===== config.mk =====
export PLATFORM = sky130hd
export DESIGN_NAME = t03_fight_referee
export DESIGN_NICKNAME = d
export VERILOG_FILES = /design/src/rtl/t03_fight_referee.sv
export SDC_FILE = /design/constraint.sdc
export NUM_CORES = 1
export LEC_CHECK = 0
export ABC_AREA = 1
export CORE_ASPECT_RATIO = 0.6
export CORE_UTILIZATION = 55
export CTS_BUF_LIST = sky130_fd_sc_hd__clkbuf_2
export CTS_CLUSTER_SIZE = 12
export DETAILED_ROUTE_END_ITERATION = 8
export MAX_ROUTING_LAYER = met4
export PLACE_DENSITY = 0.78
export SETUP_SLACK_MARGIN = 0.4
export SLEW_MARGIN = 20
export SYNTH_ARGS = -nofsm -noshare
export SYNTH_HDL_FRONTEND = slang
export SYNTH_SLANG_ARGS = --single-unit

===== constraint.sdc =====
create_clock -name clk -period 3.9 [get_ports clk]
set_input_delay 0.78 -clock clk [delete_from_list [all_inputs] [get_ports clk]]
set_output_delay 0.78 -clock clk [all_outputs]
set_load 0.02 [all_outputs]

===== src/rtl/t03_fight_referee.sv =====
`default_nettype none
// +--------------------------------------------------------------------------+
// | Module   : t03_fight_referee                                             |
// | Purpose  : Round/match controller: resolves hits into health, runs the   |
// |            round clock, decides KO/time-out/draw and gates player FSMs.  |
// | Revision : 1.0                                                           |
// +--------------------------------------------------------------------------+
module t03_fight_referee #(
  parameter logic [6:0] MAX_HEALTH    = 7'd100,
  parameter logic [6:0] ATTACK_DMG    = 7'd10,
  parameter logic [6:0] CHIP_DMG      = 7'd2,
  parameter logic [5:0] FPS           = 6'd60,
  parameter logic [6:0] ROUND_SECS    = 7'd99,
  parameter logic [7:0] INTRO_FRAMES  = 8'd90,
  parameter logic [7:0] KO_FRAMES     = 8'd120,
  parameter logic [1:0] ROUNDS_TO_WIN = 2'd2
) (
  input  logic       clk,
  input  logic       rst,
  input  logic       finished,
  input  logic       start_n,
  input  logic [1:0] p1_state,
  input  logic       p1_resting,
  input  logic [1:0] p2_state,
  input  logic       p2_resting,
  output logic [2:0] game_state,
  output logic       fsm_enable,
  output logic [6:0] p1_health,
  output logic [6:0] p2_health,
  output logic [6:0] timer_secs,
  output logic [1:0] p1_wins,
  output logic [1:0] p2_wins,
  output logic [1:0] round_result,
  output logic       hit_p1,
  output logic       hit_p2
);

  localparam logic [2:0] ST_IDLE  = 3'd0;
  localparam logic [2:0] ST_INTRO = 3'd1;
  localparam logic [2:0] ST_FIGHT = 3'd2;
  localparam logic [2:0] ST_KO    = 3'd3;
  localparam logic [2:0] ST_OVER  = 3'd4;

  logic [2:0] state_q, state_d;
  logic [6:0] p1_health_q, p1_health_d, p2_health_q, p2_health_d;
  logic [6:0] timer_q, timer_d;
  logic [5:0] frame_q, frame_d;
  logic [7:0] hold_q, hold_d;
  logic [1:0] p1_wins_q, p1_wins_d, p2_wins_q, p2_wins_d;
  logic [1:0] result_q, result_d;
  logic       hit_p1_q, hit_p1_d, hit_p2_q, hit_p2_d;
  logic       p1_hit_done_q, p1_hit_done_d, p2_hit_done_q, p2_hit_done_d;
  logic       start_prev_q, start_prev_d;

  logic       w_press;
  logic       w_p1_atk, w_p1_blk, w_p2_atk, w_p2_blk;
  logic       w_p1_strike, w_p2_strike;
  logic [6:0] w_dmg_to_p1, w_dmg_to_p2;
  logic [6:0] w_p1_health_nx, w_p2_health_nx;
  logic       w_frame_wrap;
  logic [5:0] w_frame_nx;
  logic [6:0] w_timer_nx;
  logic [1:0] w_round_result;
  logic       w_round_end;
  logic       w_intro_done, w_ko_done, w_match_won, w_load_round;

  assign w_press     = start_prev_q & ~start_n;
  assign w_p1_atk    = (p1_state == 2'b01) & ~p1_resting;
  assign w_p1_blk    = (p1_state == 2'b10) & ~p1_resting;
  assign w_p2_atk    = (p2_state == 2'b01) & ~p2_resting;
  assign w_p2_blk    = (p2_state == 2'b10) & ~p2_resting;
  assign w_p1_strike = w_p1_atk & ~p1_hit_done_q;
  assign w_p2_strike = w_p2_atk & ~p2_hit_done_q;
  assign w_dmg_to_p1 = w_p1_blk ? CHIP_DMG : ATTACK_DMG;
  assign w_dmg_to_p2 = w_p2_blk ? CHIP_DMG : ATTACK_DMG;

  // Health saturates at zero rather than wrapping
  assign w_p1_health_nx = !w_p2_strike ? p1_health_q :
                          (p1_health_q >= w_dmg_to_p1) ? p1_health_q - w_dmg_to_p1 : 7'd0;
  assign w_p2_health_nx = !w_p1_strike ? p2_health_q :
                          (p2_health_q >= w_dmg_to_p2) ? p2_health_q - w_dmg_to_p2 : 7'd0;

  assign w_frame_wrap = (frame_q == FPS - 6'd1);
  assign w_frame_nx   = w_frame_wrap ? 6'd0 : frame_q + 6'd1;
  assign w_timer_nx   = (w_frame_wrap && timer_q != 7'd0) ? timer_q - 7'd1 : timer_q;

  // KO outranks time-out; evaluated on post-damage health and post-tick timer
  always_comb begin
    w_round_result = 2'b00;
    if (w_p1_health_nx == 7'd0 && w_p2_health_nx == 7'd0)
      w_round_result = 2'b11;
    else if (w_p2_health_nx == 7'd0)
      w_round_result = 2'b01;
    else if (w_p1_health_nx == 7'd0)
      w_round_result = 2'b10;
    else if (w_timer_nx == 7'd0) begin
      if (w_p1_health_nx > w_p2_health_nx)
        w_round_result = 2'b01;
      else if (w_p2_health_nx > w_p1_health_nx)
        w_round_result = 2'b10;
      else
        w_round_result = 2'b11;
    end
  end

  assign w_round_end  = (w_round_result != 2'b00);
  assign w_intro_done = (hold_q == INTRO_FRAMES - 8'd1);
  assign w_ko_done    = (hold_q == KO_FRAMES - 8'd1);
  assign w_match_won  = (p1_wins_q == ROUNDS_TO_WIN) || (p2_wins_q == ROUNDS_TO_WIN);
  assign w_load_round = finished &&
                        ((state_q == ST_IDLE && w_press) ||
                         (state_q == ST_KO && w_ko_done && !w_match_won));

  always_ff @(posedge clk or posedge rst) begin
    if (rst)
      state_q <= ST_IDLE;
    else
      state_q <= state_d;
  end

  always_comb begin
    state_d = state_q;
    if (finished) begin
      case (state_q)
        ST_IDLE:  if (w_press) state_d = ST_INTRO;
        ST_INTRO: if (w_intro_done) state_d = ST_FIGHT;
        ST_FIGHT: if (w_round_end) state_d = ST_KO;
        ST_KO:    if (w_ko_done) state_d = w_match_won ? ST_OVER : ST_INTRO;
        ST_OVER:  if (w_press) state_d = ST_IDLE;
        default:  state_d = ST_IDLE;
      endcase
    end
  end

  always_comb begin
    game_state = state_q;
    fsm_enable = (state_q == ST_FIGHT);
  end

  always_comb begin
    p1_health_d   = p1_health_q;
    p2_health_d   = p2_health_q;
    timer_d       = timer_q;
    frame_d       = frame_q;
    hold_d        = hold_q;
    p1_wins_d     = p1_wins_q;
    p2_wins_d     = p2_wins_q;
    result_d      = result_q;
    hit_p1_d      = 1'b0;
    hit_p2_d      = 1'b0;
    p1_hit_done_d = p1_hit_done_q;
    p2_hit_done_d = p2_hit_done_q;
    start_prev_d  = start_prev_q;
    if (finished) begin
      start_prev_d = start_n;
      case (state_q)
        ST_IDLE: begin
          if (w_press) begin
            p1_wins_d = 2'd0;
            p2_wins_d = 2'd0;
          end
        end
        ST_INTRO: hold_d = w_intro_done ? 8'd0 : hold_q + 8'd1;
        ST_FIGHT: begin
          p1_health_d   = w_p1_health_nx;
          p2_health_d   = w_p2_health_nx;
          hit_p1_d      = w_p2_strike;
          hit_p2_d      = w_p1_strike;
          // A hit is latched until the attacker leaves the attack state
          p1_hit_done_d = (p1_state == 2'b01) & (p1_hit_done_q | w_p1_strike);
          p2_hit_done_d = (p2_state == 2'b01) & (p2_hit_done_q | w_p2_strike);
          frame_d       = w_frame_nx;
          timer_d       = w_timer_nx;
          if (w_round_end) begin
            result_d = w_round_result;
            hold_d   = 8'd0;
            if (w_round_result == 2'b01) p1_wins_d = p1_wins_q + 2'd1;
            if (w_round_result == 2'b10) p2_wins_d = p2_wins_q + 2'd1;
          end
        end
        ST_KO:   hold_d = w_ko_done ? 8'd0 : hold_q + 8'd1;
        default: ;
      endcase
      if (w_load_round) begin
        p1_health_d   = MAX_HEALTH;
        p2_health_d   = MAX_HEALTH;
        timer_d       = ROUND_SECS;
        frame_d       = 6'd0;
        hold_d        = 8'd0;
        result_d      = 2'b00;
        p1_hit_done_d = 1'b0;
        p2_hit_done_d = 1'b0;
      end
    end
  end

  always_ff @(posedge clk or posedge rst) begin
    if (rst) begin
      p1_health_q   <= MAX_HEALTH;
      p2_health_q   <= MAX_HEALTH;
      timer_q       <= ROUND_SECS;
      frame_q       <= 6'd0;
      hold_q        <= 8'd0;
      p1_wins_q     <= 2'd0;
      p2_wins_q     <= 2'd0;
      result_q      <= 2'b00;
      hit_p1_q      <= 1'b0;
      hit_p2_q      <= 1'b0;
      p1_hit_done_q <= 1'b0;
      p2_hit_done_q <= 1'b0;
      start_prev_q  <= 1'b1;
    end else begin
      p1_health_q   <= p1_health_d;
      p2_health_q   <= p2_health_d;
      timer_q       <= timer_d;
      frame_q       <= frame_d;
      hold_q        <= hold_d;
      p1_wins_q     <= p1_wins_d;
      p2_wins_q     <= p2_wins_d;
      result_q      <= result_d;
      hit_p1_q      <= hit_p1_d;
      hit_p2_q      <= hit_p2_d;
      p1_hit_done_q <= p1_hit_done_d;
      p2_hit_done_q <= p2_hit_done_d;
      start_prev_q  <= start_prev_d;
    end
  end

  assign p1_health    = p1_health_q;
  assign p2_health    = p2_health_q;
  assign timer_secs   = timer_q;
  assign p1_wins      = p1_wins_q;
  assign p2_wins      = p2_wins_q;
  assign round_result = result_q;
  assign hit_p1       = hit_p1_q;
  assign hit_p2       = hit_p2_q;

endmodule
`default_nettype wire


==> results_dict.tcl, run 1 <==
set metrics [dict create \
    insertion_delay_ns 0.44 \
    std_cell_rows 22 \
    viasPerCell 5.486 \
    final_hold_violation_count 0 \
    dp_worst_setup_slack_ns -0.1851 \
    power_share_of_the_sequential_group_pct 30.5 \
    top_signal_layer_used "met4" \
    synth.yosys.seq_area_share_pct 33.12 \
    cp_slowest_cell "sky130_fd_sc_hd__ha_1" \
    crit_path_frequent_cell "sky130_fd_sc_hd__nand2_1" \
    clockBufferDepth 2 \
    gr_usage_total_pct 30.79 \
    power.density_mw_per_mm2 576.5 \
    initial_cell_density_of_the_core_pct 59.13 \
    critical_path_buf_inv_count 3 \
    placed_cells 658 \
    synth.largest_area_cell "sky130_fd_sc_hd__dfrtp_1" \
    grt_antenna_before_repair 0 \
    critPathCaptureType "flip-flop" \
    net_count_synth 544 \
    fin_worst_skew_ns 0.009765 \
    final_layout_size_suffix_gt1_share_pct 23.42 \
    dp_hpwl_um 7275 \
    grt_setup_unrepaired "false" \
    worst_ep_arrival_time_ns 3.73 \
    yosysUniqueCellTypes 40 \
    total_of_buffers_placed_on_input_and_output_ports 42 \
    io-pin-count 43 \
    routed_wirelength_um 9978 \
    syn_avg_cell_area_um2 7.255 \
    timing_max_transition_violations_final 0 \
    peak_supply_drop_mv 0.2985 \
    totalPowerFinal_uw 2664 \
    grt_overflow_total 0 \
    drtIter0Drc 266 \
    synth_enable_flop_cells 0 \
    power.clock.fraction_pct 10.7 \
    power_frac_comb_pct 58.7 \
    grt_first_pass_wirelength_um 16450 \
    min_path_type "flip-flop to flip-flop" \
    cell_types_with_the_highest_counts_after_synthesis "sky130_fd_sc_hd__nand2_1, sky130_fd_sc_hd__inv_1, sky130_fd_sc_hd__nor2_1" \
    insertedDiodeCount 0 \
    wl_met3_um 682 \
    clock_transition_time_at_the_flip_flop_clock_pins_of_the_worst_setup_and_hold_paths_ns 0.25 \
    grt_pass1_vias 3394 \
    synthesis.yosys.warnings 0 \
    cts_tree "built" \
    wire_length_per_cell_after_detailed_routing_um 14.91 \
    post-route-period-util_pct 85.03 \
    ant_nets 0 \
    max_cap_violations 0 \
    max_freq_mhz 301.6 \
    cp_slowest_stage_delay_ns 0.28 \
    swShare_pct 48.25 \
    cts.sink_count 49 \
    htreeDepth 2 \
    setup_slack_ns 0.5840 \
    fp.dieArea_mm2 0.007151 \
    prevailing_post_synth_register_cell "sky130_fd_sc_hd__dfrtp_1" \
    timing.critical_path.from_type "input port" \
    route.vias.total 3670 \
    yosys-top-cells-area "sky130_fd_sc_hd__dfrtp_1, sky130_fd_sc_hd__nand2_1, sky130_fd_sc_hd__dfstp_2" \
    cell_breakdown_of_the_critical_path "dlygate4sd2_1 > inv_2 > nor3_4 > ha_1 > nand2_1 > nand2_1 > nor2_2 > nand3_4 > nand3_2 > inv_1 > ha_4 > a21oi_2 > nor2_1 > a211oi_2 > nand2_1 > nand2_1 > nand3_2 > nor2_1 > nor2_1 > nand2_1 > nand2_2 > nand3_2 > nand2_1 > nand2_1" \
    fillCellCount 495 \
    post-route-min-period_ns 3.316 \
    setup-violations-final 0 \
    area_delta_synth_final_pct 23.43 \
    status "finished clean" \
    die_x_um 108.5 \
    cp_class "input port to flip-flop" \
    grt_max_degree 50 \
    cts_buffers 5 \
    maxSlewHeadroom_pct 41.50 \
    reported_leakage_power_uw 0.002315 \
    tightest_slew_ns 0.8764 \
    mappedNetlistArea_mm2 0.003744 \
    dieHeight_um 65.91 \
    first_pass_iters 4 \
    critical_path.max_fanout 7 \
    fin_cells 669 \
    synth.top_cell.area_share_pct 25.40 \
    most_frequently_used_cell_type_in_the_post_synthesis_netlist "sky130_fd_sc_hd__nand2_1" \
    clockRootBuffer "sky130_fd_sc_hd__clkbuf_2" \
    post-route-drc-count 0 \
    cellInternalPower_uw 1379 \
    route.met2.wl_um 4319 \
    post_synth_inst_count 516 \
    path_delay_family "simple AND/OR/NAND/NOR gates" \
    crit_required_ns 4.31 \
    netSwitchingPower_uw 1285 \
    flip_flop_and_latch_count_after_synthesis 49 \
    postSynth.asyncResetShare_pct 100.0 \
    fin_nets 612 \
    gp_congestion 0.9139 \
    wire_length_on_met1_um 4857 \
    core_footprint_mm2 0.006331 \
]
==> worst reg2reg max path, delay by kind of cell, from the launching register on <==
| kind | cells | cell delay, ns |
|---|---|---|
| simple gates | 16 | 1.38 |
| flops | 1 | 0.63 |
| buf+inv | 2 | 0.17 |
| fa+ha+maj | 2 | 0.46 |
| compound gates | 2 | 0.33 |
==> final timing paths <==
check	end	from	depth (start not counted)	slack [ns]
worst min register to register	start_prev_q	start_prev_q	2	0.55
worst max-delay path	p2_wins[1]	p2_state[1]	24	0.58
worst min-delay path	start_prev_q	start_prev_q	2	0.55
worst max register to register	p2_wins[1]	p1_health[2]	22	0.88
max in group asynchronous	p1_hit_done_q	rst	2	2.62
min in group asynchronous	timer_secs[3]	rst	2	0.76
==> state kept, by name (all words and copies together), names as in the netlist, 2 cells and up <==
signal / count
game_state: 3
frame_q: 6
p2_wins: 2
p1_wins: 2
p1_health: 7
p2_health: 7
timer_secs: 7
hold_q: 8
round_result: 2
==> power by group through the flow <==
stage	clock (uW)	combinational, uW	sequential, uW
finish	286	1570	813
detailed placement	0	1440	815
global placement	0	1400	811
CTS	285	1460	809
global route	307	1730	836
floorplan	0	900	875
==> metal layers <==
layer / global-route usage [%] / vias to the layer above
met5: - / -
met1: 44.36 / 1723
met3: 4.631 / 14
met2: 45.73 / 125
met4: 6.757 / 0
li1: - / 1808
==> cells in the final DEF (no fill, tap or decap), drive strengths merged, types with 6 or more instances in the layout <==
master,n
o21ai,31
a22oi,7
dfrtp,38
o22ai,9
ha,18
a21oi,9
dfstp,11
buf,23
inv,82
clkdlybuf4s50,36
nand3,49
clkbuf,6
nor2,73
nand2,151
nand4,9
==> area by class of cell <==
cell class	count	area (um2)	area share, %
Clock inverter	2	35.03	0.7582
Timing Repair Buffer	65	596.8	12.92
Multi-Input combinational cell	379	2290	49.55
Inverter	84	324.1	7.013
Tap cell	84	105.1	2.275
Clock buffer	6	30.03	0.6499
Sequential cell	49	1240	26.83
==> repair_timing <==
item,in CTS,in global routing
hold endpoints to repair,0,0
gates cloned,0,0
hold buffers,0,0
buffers inserted,1,2
resized for setup,8,22
pin swaps,6,13
endpoints found under the setup margin,4,5
==> per-stage QoR <==
| step | area, um2 | hold WS, ns | util, % | TNS [ns] |
|---|---|---|---|---|
| 2_1_floorplan | 3744 | 0.4802 | - | 0 |
| 3_3_place_gp | 4399 | 0.4940 | 69.49 | -0.2368 |
| 3_5_place_dp | 4399 | 0.5082 | 69.49 | -0.6845 |
| 4_1_cts | 4498 | 0.5431 | 71.05 | 0 |
| 5_1_grt | 4621 | 0.5727 | 72.98 | 0 |
| 6_report | 4621 | 0.5457 | 72.98 | 0 |
==> cells by family (layout without fill, tap and decap cells) <==
family / Yosys count / after routing / share of synthesized area, %
buffers and inverters: 88 / 157 / 9.158
flip-flops: 49 / 49 / 33.12
XOR/XNOR: 6 / 6 / 1.404
AO/OA/AOI/OAI: 67 / 67 / 11.20
adder cells (fa/ha/maj): 18 / 18 / 6.016
AND/OR/NAND/NOR: 288 / 288 / 39.10
(Power assumes the default switching activity.)
==> run 2, diff against run 1 <==
- PLACE_DENSITY: 0.78 -> not set
- PLACE_DENSITY_LB_ADDON: not set -> 0.05
==> run 2 against run 1 <==
Net effect: flip-flop and latch count unchanged; fmax grew 4.3%; critical path type unchanged; final area increased by 0.41%; sequential power hardly changed; critical endpoint is now p1_wins[1].
==> results_dict.tcl, run 2 (same netlist as run 1, synthesis figures left out) <==
set metrics [dict create \
    netSwitchingPower_uw 1269 \
    power_frac_comb_pct 60.1 \
    wire_length_per_cell_after_detailed_routing_um 14.32 \
    clock_transition_time_at_the_flip_flop_clock_pins_of_the_worst_setup_and_hold_paths_ns 0.25 \
    final_hold_violation_count 0 \
    fillCellCount 534 \
    ant_nets 0 \
    tightest_slew_ns 0.8571 \
    gp_congestion 0.9271 \
    fin_nets 615 \
    initial_cell_density_of_the_core_pct 59.13 \
    grt_setup_unrepaired "false" \
    most_frequent_standard_cell_in_the_layout_excluding_fill_and_tap_cells "sky130_fd_sc_hd__nand2_1" \
    fp.dieArea_mm2 0.007151 \
    min_to "round_result[0]" \
    crit_required_ns 4.29 \
    max_flop_register "hold_q" \
    r2r_slack_ns 0.87 \
    worst_reg2reg_endpoint "p1_wins[1]" \
    worst_ep_arrival_time_ns 3.57 \
    clockBufferDepth 2 \
    power_share_of_the_sequential_group_pct 31.5 \
    routed_wirelength_um 9622 \
    regToRegStartpoint "p1_health[2]" \
    htreeDepth 2 \
    grt_max_degree 50 \
    total_of_buffers_placed_on_input_and_output_ports 42 \
    std_cell_rows 22 \
    largest_register_ffs 8 \
    cts_tree "built" \
    status "finished clean" \
    timing_max_transition_violations_final 0 \
    clockRootBuffer "sky130_fd_sc_hd__clkbuf_2" \
    cts.sink_count 49 \
    area_delta_synth_final_pct 23.93 \
    finalSetupTns_ns 0 \
    critPathCaptureType "flip-flop" \
    cts_buffers 5 \
    max_freq_mhz 314.5 \
    rr_worst_depth 22 \
    post-route-drc-count 0 \
    final_layout_size_suffix_gt1_share_pct 24.49 \
    fin_worst_skew_ns 0.01115 \
    insertion_delay_ns 0.45 \
    cp_slowest_cell "sky130_fd_sc_hd__a211oi_2" \
    post-route-min-period_ns 3.179 \
    reported_leakage_power_uw 0.002342 \
    hold_path_startpoint "round_result[0]" \
    max_cap_violations 0 \
    grt_first_pass_wirelength_um 15950 \
    drtIter0Drc 233 \
    io-pin-count 43 \
    post-route-period-util_pct 81.52 \
    gr_usage_total_pct 30.23 \
    dp_hpwl_um 7319 \
    footprint_of_the_multi_input_gates_mm2 0.002301 \
    timing.hold.ws_ns 0.5341 \
    first_pass_iters 5 \
    swShare_pct 49.12 \
    viasPerCell 5.429 \
    cp_class "input port to flip-flop" \
    timing.critical_path.from_type "input port" \
    finish.utilization_pct 73.28 \
    dieHeight_um 65.91 \
    fin_cells 672 \
    power.clock.fraction_pct 8.4 \
    grt_pass1_vias 3311 \
    grt_overflow_total 0 \
    peak_supply_drop_mv 0.2975 \
    mostFrequentLayoutCells "sky130_fd_sc_hd__nand2_1, sky130_fd_sc_hd__inv_1, sky130_fd_sc_hd__nor2_1" \
    grt_antenna_before_repair 0 \
    die_x_um 108.5 \
    route.vias.total 3648 \
    setup-violations-final 0 \
    maxSlewHeadroom_pct 42.79 \
    placed_cells 661 \
    holdPathStages 2 \
    cellInternalPower_uw 1315 \
    core_footprint_mm2 0.006331 \
    insertedDiodeCount 0 \
    min_path_type "flip-flop to flip-flop" \
    power.density_mw_per_mm2 557.0 \
    totalPowerFinal_uw 2584 \
    cell_breakdown_of_the_critical_path "dlymetal6s2s_1 > inv_2 > nor3_2 > buf_4 > ha_4 > nand2_2 > nand2_2 > nor2_4 > nand3_4 > nand3_4 > ha_4 > a21oi_2 > nor2_1 > a211oi_2 > nand2_2 > nand2_1 > nand3_2 > o21ai_2 > nand2_1 > nand2_2 > nand3_2 > nand2_1 > nand2_1" \
    area.sequential_mm2 0.001240 \
    critical_path.max_fanout 7 \
    cp_slowest_stage_delay_ns 0.22 \
]
## run 2: critical path: cells and delay by family
family                   cells  cell delay (ns)
buffers and inverters        3             0.32
AND/OR/NAND/NOR             15             1.54
adder cells (fa/ha/maj)      2             0.42
AO/OA/AOI/OAI                3             0.51
## run 2: metal layers
layer	up-vias	track usage (%)	routed length [um]
met2	145	41.46	3873
met5	-	-	0
met3	11	4.828	769
met1	1681	45.76	4880
li1	1811	-	-
met4	0	7.432	100
## run 2: power groups by stage
stage / Combinational [uW] / Clock, uW / Sequential, uW
after floorplan: 900 / 0 / 875
after global placement: 1410 / 0 / 811
after detailed placement: 1440 / 0 / 814
after CTS: 1450 / 225 / 806
after global routing: 1720 / 248 / 835
final: 1550 / 218 / 814
## run 2: worst max path at each step
stage	from	cells past startpoint	endpoint
2_1_floorplan	p2_state[0]	21	p1_wins[0]
3_3_place_gp	p1_state[1]	23	p1_wins[0]
3_5_place_dp	p1_state[1]	23	p1_wins[0]
4_1_cts	p1_state[1]	23	p1_wins[0]
5_1_grt	p1_state[1]	23	p1_wins[1]
6_report	p1_state[1]	23	p1_wins[1]
## run 2: through the flow
stage	worst slack (ns)	instance area (um2)
floorplan	0.7672	3744
global placement	-0.03152	4422
detailed placement	-0.1151	4422
CTS	0.4050	4461
global route	0.5290	4639
finish	0.7206	4639
## run 2: cell type report
cell class / count / share of cell area, %
clock buffer: 7 / 0.7551
clock inverter: 1 / 0.08091
inverter: 84 / 6.985
multi-input combinational: 379 / 49.60
sequential: 49 / 26.73
tap: 84 / 2.265
timing repair buffer: 68 / 13.59
## run 2: timing repair
action | CTS | global route
hold buffers | 0 | 0
buffers inserted | 0 | 3
gates resized for setup | 0 | 34
endpoints found under the setup margin | 0 | 5
